## src/rtl/sd_cmd_serial_host.sv

```systemverilog
// SD CMD-line serial engine: sends a 48-bit command frame with CRC7, then
// captures and checks the card's 48-bit response and hands it back to the
// command master over a req/ack handshake.
module sd_cmd_serial_host #(
    parameter int unsigned NCR_MAX = 64
) (
    input  logic        CLK_PAD_IO,
    input  logic        RST_PAD_I,
    input  logic [15:0] SETTING_IN,
    input  logic [39:0] CMD_IN,
    input  logic        REQ_IN,
    output logic        ACK_OUT,
    output logic [39:0] CMD_OUT,
    output logic        REQ_OUT,
    input  logic        ACK_IN,
    output logic [7:0]  STATUS,
    input  logic        cmd_dat_i,
    output logic        cmd_out_o,
    output logic        cmd_oe_o
);

    // Counter must cover the 49-step TX sequence and the response wait window.
    localparam int unsigned CntMax = (NCR_MAX > 48) ? NCR_MAX : 48;
    localparam int unsigned CntW   = $clog2(CntMax + 1);

    localparam logic [CntW-1:0] CntFrameBits = CntW'(40);
    localparam logic [CntW-1:0] CntCrcEnd    = CntW'(47);
    localparam logic [CntW-1:0] CntTxDone    = CntW'(48);
    localparam logic [CntW-1:0] CntRxPayload = CntW'(39);
    localparam logic [CntW-1:0] CntRxCrcEnd  = CntW'(46);
    localparam logic [CntW-1:0] CntRxDone    = CntW'(47);
    localparam logic [CntW-1:0] CntTimeout   = CntW'(NCR_MAX);

    localparam logic [1:0] RspNone   = 2'b00;
    localparam logic [1:0] RspNoCrc  = 2'b10;

    typedef enum logic [2:0] {
        StIdle,
        StTx,
        StWaitRsp,
        StRx,
        StDeliver
    } state_e;

    state_e          state_q, state_d;
    logic [CntW-1:0] cnt_q, cnt_d;
    logic [37:0]     cmd_q, cmd_d;
    logic [1:0]      rtype_q, rtype_d;
    logic [6:0]      crc_q, crc_d;
    logic [6:0]      rx_crc_q, rx_crc_d;
    logic            end_q, end_d;
    logic [39:0]     rsp_q, rsp_d;
    logic            req_q, req_d;
    logic            ack_q, ack_d;
    logic [3:0]      status_q, status_d;
    logic            pad_out_q, pad_out_d;
    logic            pad_oe_q, pad_oe_d;

    logic [39:0]     frame40;
    logic [5:0]      tx_idx;
    logic            tx_bit;

    // Bits the block deliberately ignores.
    logic unused_in;
    assign unused_in = ^{SETTING_IN[15:2], CMD_IN[39:38]};

    // One serial step of CRC7 with polynomial x^7 + x^3 + 1.
    function automatic logic [6:0] crc7_step(input logic [6:0] crc, input logic b);
        logic fb;
        fb = b ^ crc[6];
        return {crc[5:0], 1'b0} ^ (fb ? 7'h09 : 7'h00);
    endfunction

    // Start and direction bits are always forced to 0,1 on transmit.
    assign frame40 = {2'b01, cmd_q};
    assign tx_idx  = 6'd39 - cnt_q[5:0];

    // Next-state, datapath and handshake logic.
    always_comb begin
        state_d   = state_q;
        cnt_d     = cnt_q;
        cmd_d     = cmd_q;
        rtype_d   = rtype_q;
        crc_d     = crc_q;
        rx_crc_d  = rx_crc_q;
        end_d     = end_q;
        rsp_d     = rsp_q;
        req_d     = req_q;
        ack_d     = 1'b0;
        status_d  = status_q;
        pad_out_d = pad_out_q;
        pad_oe_d  = pad_oe_q;
        tx_bit    = 1'b1;

        unique case (state_q)
            StIdle: begin
                if (REQ_IN) begin
                    cmd_d    = CMD_IN[37:0];
                    rtype_d  = SETTING_IN[1:0];
                    status_d = 4'b0001;
                    rsp_d    = '0;
                    crc_d    = '0;
                    cnt_d    = '0;
                    state_d  = StTx;
                end
            end

            StTx: begin
                if (cnt_q == '0) begin
                    ack_d = 1'b1;
                end
                // Header and argument go out while the CRC accumulates; the CRC
                // register is then frozen and shifted out MSB first.
                if (cnt_q < CntFrameBits) begin
                    tx_bit = frame40[tx_idx];
                    crc_d  = crc7_step(crc_q, tx_bit);
                end else if (cnt_q < CntCrcEnd) begin
                    tx_bit = crc_q[3'd6 - cnt_q[2:0]];
                end else begin
                    tx_bit = 1'b1;
                end

                if (cnt_q == CntTxDone) begin
                    pad_oe_d  = 1'b0;
                    pad_out_d = 1'b1;
                    cnt_d     = '0;
                    if (rtype_q == RspNone) begin
                        req_d   = 1'b1;
                        state_d = StDeliver;
                    end else begin
                        state_d = StWaitRsp;
                    end
                end else begin
                    pad_oe_d  = 1'b1;
                    pad_out_d = tx_bit;
                    cnt_d     = cnt_q + CntW'(1);
                end
            end

            StWaitRsp: begin
                // Timeout is acted on one edge after the last allowed sample.
                if (cnt_q == CntTimeout) begin
                    status_d[3] = 1'b1;
                    req_d       = 1'b1;
                    cnt_d       = '0;
                    state_d     = StDeliver;
                end else if (!cmd_dat_i) begin
                    // Start bit is zero, so it leaves a zero CRC unchanged.
                    crc_d   = '0;
                    cnt_d   = '0;
                    state_d = StRx;
                end else begin
                    cnt_d = cnt_q + CntW'(1);
                end
            end

            StRx: begin
                if (cnt_q < CntRxPayload) begin
                    rsp_d = {rsp_q[38:0], cmd_dat_i};
                    crc_d = crc7_step(crc_q, cmd_dat_i);
                end else if (cnt_q < CntRxCrcEnd) begin
                    rx_crc_d = {rx_crc_q[5:0], cmd_dat_i};
                end else if (cnt_q == CntRxCrcEnd) begin
                    end_d = cmd_dat_i;
                end

                if (cnt_q == CntRxDone) begin
                    if ((rx_crc_q != crc_q) && (rtype_q != RspNoCrc)) begin
                        status_d[1] = 1'b1;
                    end
                    if (!end_q) begin
                        status_d[2] = 1'b1;
                    end
                    req_d   = 1'b1;
                    cnt_d   = '0;
                    state_d = StDeliver;
                end else begin
                    cnt_d = cnt_q + CntW'(1);
                end
            end

            StDeliver: begin
                // Error flags persist until the next accepted command.
                if (ACK_IN) begin
                    req_d       = 1'b0;
                    status_d[0] = 1'b0;
                    state_d     = StIdle;
                end
            end

            default: begin
                state_d = StIdle;
            end
        endcase
    end

    // State and output registers; reset releases the pad immediately.
    always_ff @(posedge CLK_PAD_IO or negedge RST_PAD_I) begin
        if (!RST_PAD_I) begin
            state_q   <= StIdle;
            cnt_q     <= '0;
            cmd_q     <= '0;
            rtype_q   <= '0;
            crc_q     <= '0;
            rx_crc_q  <= '0;
            end_q     <= 1'b0;
            rsp_q     <= '0;
            req_q     <= 1'b0;
            ack_q     <= 1'b0;
            status_q  <= '0;
            pad_out_q <= 1'b1;
            pad_oe_q  <= 1'b0;
        end else begin
            state_q   <= state_d;
            cnt_q     <= cnt_d;
            cmd_q     <= cmd_d;
            rtype_q   <= rtype_d;
            crc_q     <= crc_d;
            rx_crc_q  <= rx_crc_d;
            end_q     <= end_d;
            rsp_q     <= rsp_d;
            req_q     <= req_d;
            ack_q     <= ack_d;
            status_q  <= status_d;
            pad_out_q <= pad_out_d;
            pad_oe_q  <= pad_oe_d;
        end
    end

    assign ACK_OUT   = ack_q;
    assign REQ_OUT   = req_q;
    assign CMD_OUT   = rsp_q;
    assign STATUS    = {4'b0000, status_q};
    assign cmd_out_o = pad_out_q;
    assign cmd_oe_o  = pad_oe_q;

endmodule
```

## config.mk

```make
export PLATFORM = sky130hd
export DESIGN_NAME = sd_cmd_serial_host
export DESIGN_NICKNAME = d
export VERILOG_FILES = /design/src/rtl/sd_cmd_serial_host.sv
export SDC_FILE = /design/constraint.sdc
export NUM_CORES = 1
export LEC_CHECK = 0
export ABC_AREA = 1
export BUFFER_PORTS_ARGS = -buffer_cell sky130_fd_sc_hd__buf_4
export CAP_MARGIN = 10
export CELL_PAD_IN_SITES_DETAIL_PLACEMENT = 1
export CELL_PAD_IN_SITES_GLOBAL_PLACEMENT = 2
export CORE_UTILIZATION = 29
export CTS_CLUSTER_DIAMETER = 150
export DETAILED_ROUTE_END_ITERATION = 7
export HOLD_SLACK_MARGIN = 0.03
export PLACE_DENSITY = 0.73
export SLEW_MARGIN = 40
export SYNTH_ARGS = -nofsm -noshare
export SYNTH_HDL_FRONTEND = slang
export SYNTH_SLANG_ARGS = --single-unit
```

## constraint.sdc

```tcl
create_clock -name CLK_PAD_IO -period 1.9 [get_ports CLK_PAD_IO]
set_input_delay 0.38 -clock CLK_PAD_IO [delete_from_list [all_inputs] [get_ports CLK_PAD_IO]]
set_output_delay 0.38 -clock CLK_PAD_IO [all_outputs]
set_load 0.01 [all_outputs]
```

Word level (Yosys, flattened, before mapping)
Index checks and enable logic that the tools add are counted.

Add/sub/neg operators: 3. $lt $le $gt $ge: 6. Equal/unequal tests: 23. Muxes and demuxes: 47. Bitwise logic cells: 6. Reductions and logical operators: 21.

Operator list (number): $mux 40 (2); $pmux 40 s2 (1); $mux 7 (9); $pmux 7 s4 (2); $lt 7x6->1 const B (4); $ne 2x2->1 const B (13); $eq 7x6->1 const B (3); $mux 3 (7); $mux 1 (15); $pmux 3 s5 (1); $xor 7x4->7 (2); $mux 4 (3); $reduce_and 3->1 (4); $reduce_and 4->1 (3); $reduce_and 6->1 (2); $reduce_bool 4->1 (2); $add 7x1->7 const B (1); $eq 7x7->1 const B (1); $logic_not 7->1 (1); $lt 6x7->1 const B (1); $ne 7x7->1 (1); $bmux 1 s6 (1); $eq 3x2->1 const B (2); $reduce_bool 2->1 (3); 18 further kinds (22).

Register bits: 113. Input port bits: 61. Output and inout port bits: 52. Logic and storage cells: 122.

Logic depth before layout (Yosys ltp)
Word-level depth: 8. Depth in mapped cells: 17. Gate-level depth less buffers: 16.

Worst setup path after synthesis
No wires, ideal clock.

Path kind: register to register. From: register cnt_q[3]. To: register rx_crc_q[2]. Library setup time: 125 ps. Arrival: 1763 ps. Required time: 1775 ps. Setup slack: 12 ps. Cell stages (with the launch flop): 9. Buffers on the path: 0. Period minus slack after synthesis: 1888 ps. Cells stage by stage: dfrtp_1 > inv_1 > ha_1 > o21ai_0 > inv_2 > a21oi_2 > inv_1 > or2_4 > mux2_4.

Word-level cells in the longest chain between the ends: 3. Elaborated cells between the ends (all ways): 4. Classes of those cells: order compare: 2; bitwise: 1; reduce/logical: 1.

Ends and longest elaborated chain: start: declaration (line 46) `logic [CntW-1:0] cnt_q, cnt_d;`; start signal: assignment (line 215) `cnt_q <= cnt_d;`; $lt 7x6->1 (line 158) `if (cnt_q < CntRxPayload) begin`; $not 1->1 (no line); $reduce_and 3->1 (no line) *; end signal: assignment (line 219) `rx_crc_q <= rx_crc_d;`; end: declaration (line 50) `logic [6:0] rx_crc_q, rx_crc_d;`.

Every way passes the cells marked *; elsewhere a longest branch is shown, timed or not. A chain may end at the register's enable or synchronous reset.

Worst setup path after layout
From: register cnt_q[0]. To: register crc_q[3].

Word-level cells in the longest chain between the ends: 8. Elaborated cells between the ends (all ways): 15. Classes of those cells: add/sub: 1; order compare: 2; eq/ne: 4; mux: 5; bitwise: 2; reduce/logical: 1.

Ends and longest elaborated chain: $sub 6x6->6 (line 76) `assign tx_idx = 6'd39 - cnt_q[5:0];`; $bmux 1 s6 (line 115) `tx_bit = frame40[tx_idx];`; $mux 1 (not written as such) (line 115); $xor 1x1->1 (line 70) `fb = b ^ crc[6];`; $mux 4 (line 71) `return {crc[5:0], 1'b0} ^ (fb ? 7'h09 : 7'h00);`; $xor 7x4->7 (line 71); $mux 7 (line 114) `if (cnt_q < CntFrameBits) begin`; $pmux 7 s4 (line 95) `unique case (state_q)`; end signal: assignment (line 218) `crc_q <= crc_d;`; end: declaration (line 49) `logic [6:0] crc_q, crc_d;`.

Several ways; a longest one is shown, not always the timed one. The select of a mux whose other input is x is not followed.

==> metrics <==
status=complete, but fails checks; failing checks=DRC; detailed-route via count=about 4700; Clock Sink Count=~110; vias in the first global route=5241; Synth cell types=45; area of the mapped netlist=5380 µm²; Root Buffer Master=clkbuf_16; Worst R2R End=crc_q[3]$_DFFE_PN0P_; Worst-path clk slew=around 0.06 ns; clock skew=0.0146 ns; final setup fails=0; CTS tree=built; Synth warnings=0; htree depth=4; largest net degree at the start of global routing=43; WHS=0.149 ns; total track usage=17.7%; WL final=16.1 mm; Num CTS Buffers=17; Leak=0.00379 µW; fin crit share=a little over nine tenths; ratio of cells with drive above 1 in the final layout=32.4%; Final ANT Viol Nets=0; register bit total from synthesis=~110; Site Rows=49; kind of critical path=reg2reg; Layout Nets=between 800 and 900; DR WL/cell=15.8 µm; Final Max Tran Viols=0; Avg Cell Area, Syn=8.40 µm²; CP Data Arrival Time=2.20 ns; Die ar.=19100 µm²; Final Hold Fails=0; Synth Area in Adders=under 10%; worst min path class=in2reg; CP Launch Point=cnt_q[0]$_DFFE_PN0P_; main combinational cell family by area after synthesis=simple AND/OR/NAND/NOR gates; Synth Flop Type=dfrtp_1; max cap viols=0; Horiz. Die Dim=138 µm; HPWL after DPL=11.3 mm; crit-path max FO=7; reg2reg path depth=16; RSZ-0062 raised after global routing=true; crit end category=flop; Residual DRC=5; Req. time, crit path=2.22 ns; crit path to=crc_q[3]$_DFFE_PN0P_; r2r setup slk=between 0.02 and 0.03 ns; first-pass GRT wire length=26.3 mm; mux contribution to synthesized area=0.279%; IO Pins=113; register area share after synthesis=52.6%; core box area=18100 µm²; crit path launch type=flop; reg2reg start=cnt_q[0]$_DFFE_PN0P_; Tot Pwr=around 11000 µW; min Tclk post-route=between 1.5 and 2 ns; Mapped Cells=641; asr flop ratio synth=100%; GR Overflow Total=0; power per cell area=1510 nW/µm²; Post-Synth XOR/XNOR Area=2.12%; Post-Synth Simple-Gate Area=22.5%; Area growth syn-to-layout=39.3%; number of flops mapped to enable cells by yosys=0; RePlAce Congestion=roughly 0.8; Die H=approximately 140 µm; initial antenna violation count=0; vias per inst=~4.6; peak supply drop=about 0.56 mV; CTS Buffer Depth=2; Starting DRT DRC Count=229; post-synthesis compound-gate area fraction=between 10% and 20%; Max Freq=~530 MHz; Clock Latency Late Sink=0.43 ns; ANT cells=0; Starting Density=29.8%; DR pass1 iterations=6; port bufs=92
==> report_power, final <==
| group | total, µW | switching [µW] | internal, µW |
|---|---|---|---|
| clock | 3120 | 1290 | 1840 |
| combinational | 4610 | 2700 | 1910 |
| sequential | 3570 | 476 | 3090 |
| total | 11300 | 4460 | 6840 |
==> registers in the layout (all words and copies together), names as in the netlist <==
register	count
cnt_q	7
cmd_oe_o	1
CMD_OUT	40
rtype_q	2
rx_crc_q	7
status_q	4
ACK_OUT	1
state_q	3
cmd_out_o	1
cmd_q	38
crc_q	7
end_q	1
REQ_OUT	1
==> logic make-up after synthesis <==
| group | after synthesis |
|---|---|
| and+or+nand+nor | 290 |
| buffers and inverters | 117 |
| DFF | 113 |
| AOI/OAI and AO/OA | 100 |
| xor gates and xnor gates | 13 |
| adders and majority gates | 6 |
| other | 1 |
| muxes | 1 |
==> worst max-delay path, stage by stage (launching register included) <==
cell and delay (ns):
dfrtp_2 0.45, inv_4 0.11, buf_12 0.14, buf_6 0.10, nand2_1 0.05, nand3_2 0.06, nand3_2 0.07, nand2_1 0.06
nand2_1 0.06, nor2_2 0.15, nand2_4 0.10, nand2_4 0.08, nand2_2 0.06, nand3_2 0.07, nand3_2 0.07, nand3_1 0.08
nand2_1 0.06
==> how the worst min path moves through the flow <==
stage | start | endpoint | cells after the start
2_1_floorplan | RST_PAD_I | ACK_OUT$_DFF_PN0_ | 0
3_3_place_gp | RST_PAD_I | cmd_q[1]$_DFFE_PN0P_ | 1
3_5_place_dp | RST_PAD_I | cmd_q[1]$_DFFE_PN0P_ | 1
4_1_cts | CMD_IN[17] | cmd_q[17]$_DFFE_PN0P_ | 3
5_1_grt | CMD_IN[12] | cmd_q[12]$_DFFE_PN0P_ | 3
6_report | CMD_IN[15] | cmd_q[15]$_DFFE_PN0P_ | 3
==> Yosys cell counts, types with 3 or more instances <==
cell type | n | area (µm²)
inv_2 | 7 | 26.3
o21ai_0 | 15 | 75.1
nand2_1 | 207 | 777
clkbuf_1 | 12 | 45.0
xor2_1 | 11 | 96.3
a21oi_1 | 15 | 75.1
a21oi_2 | 3 | 26.3
dfrtp_1 | 112 | 2800
nor3_1 | 5 | 25.0
o21ai_1 | 4 | 20.0
buf_6 | 5 | 56.3
inv_1 | 78 | 293
nor2_1 | 33 | 124
o21ai_2 | 5 | 43.8
ha_1 | 6 | 75.1
o22ai_1 | 50 | 313
nand2_4 | 3 | 33.8
nand3_1 | 29 | 145
buf_2 | 4 | 20.0
buf_4 | 7 | 52.6
==> final cells by class <==
type,count,area (µm²)
clock buffer,17,425
clock inverter,15,150
fill,2086,10600
inverter,88,339
multi-input combinational,414,2260
sequential,113,2830
tap,229,287
timing repair buffer,144,1200
==> cells in the final DEF, fill, tap and decap left out, types with 2 or more instances in the layout <==
cell and n:
conb_1 4, dfrtp_2 3, o21ai_0 12, nand2_1 193
buf_8 2, xnor2_1 2, a21oi_2 5, inv_1 75
buf_4 130, clkbuf_16 17, o21ai_2 7, nor4_1 2
nand4_1 2, inv_2 10, o22ai_1 50, ha_4 2
ha_1 4, nor2_2 8, nor3_1 5, dfrtp_1 109
a21oi_1 13, o21ai_1 5, nand3_2 12, clkinv_4 6
nand2_4 9, buf_12 7, inv_8 2, inv_6 5
nand3_1 18, xor2_1 11, buf_6 4, nor2_4 4
nand2_2 10, clkinv_2 3, nor2_1 24
==> per-layer routing <==
metal  track usage (%)  wire (µm)  vias up
li1                  -          -     2310
met1              21.7       7240     2330
met2              29.5       8020       73
met3              5.47        672       15
met4              6.39        173        0
met5                 0          0        -
==> per-stage QoR <==
stage / setup TNS (ns) / util [%] / setup slack, ns / cell area [µm²] / std cells
after global routing: -0.553 / 41.5 / -0.112 / 7500 / 1020
after global placement: -0.0428 / 36.3 / -0.0428 / 6560 / 977
final: 0 / 41.5 / 0.0253 / 7500 / 1020
after CTS: -0.0327 / 39.5 / -0.0319 / 7150 / 1010
after floorplan: 0 / - / 0.0117 / 5390 / 644
after detailed placement: -0.0655 / 36.3 / -0.0655 / 6560 / 977
==> repair_timing <==
action	in CTS	in global routing
gates resized for setup	2	76
setup buffers	0	10
pin swaps	0	23
hold buffers	1	0
endpoints found under the hold margin	22	0
setup endpoints to repair	5	28
(Power assumes the default switching activity.)
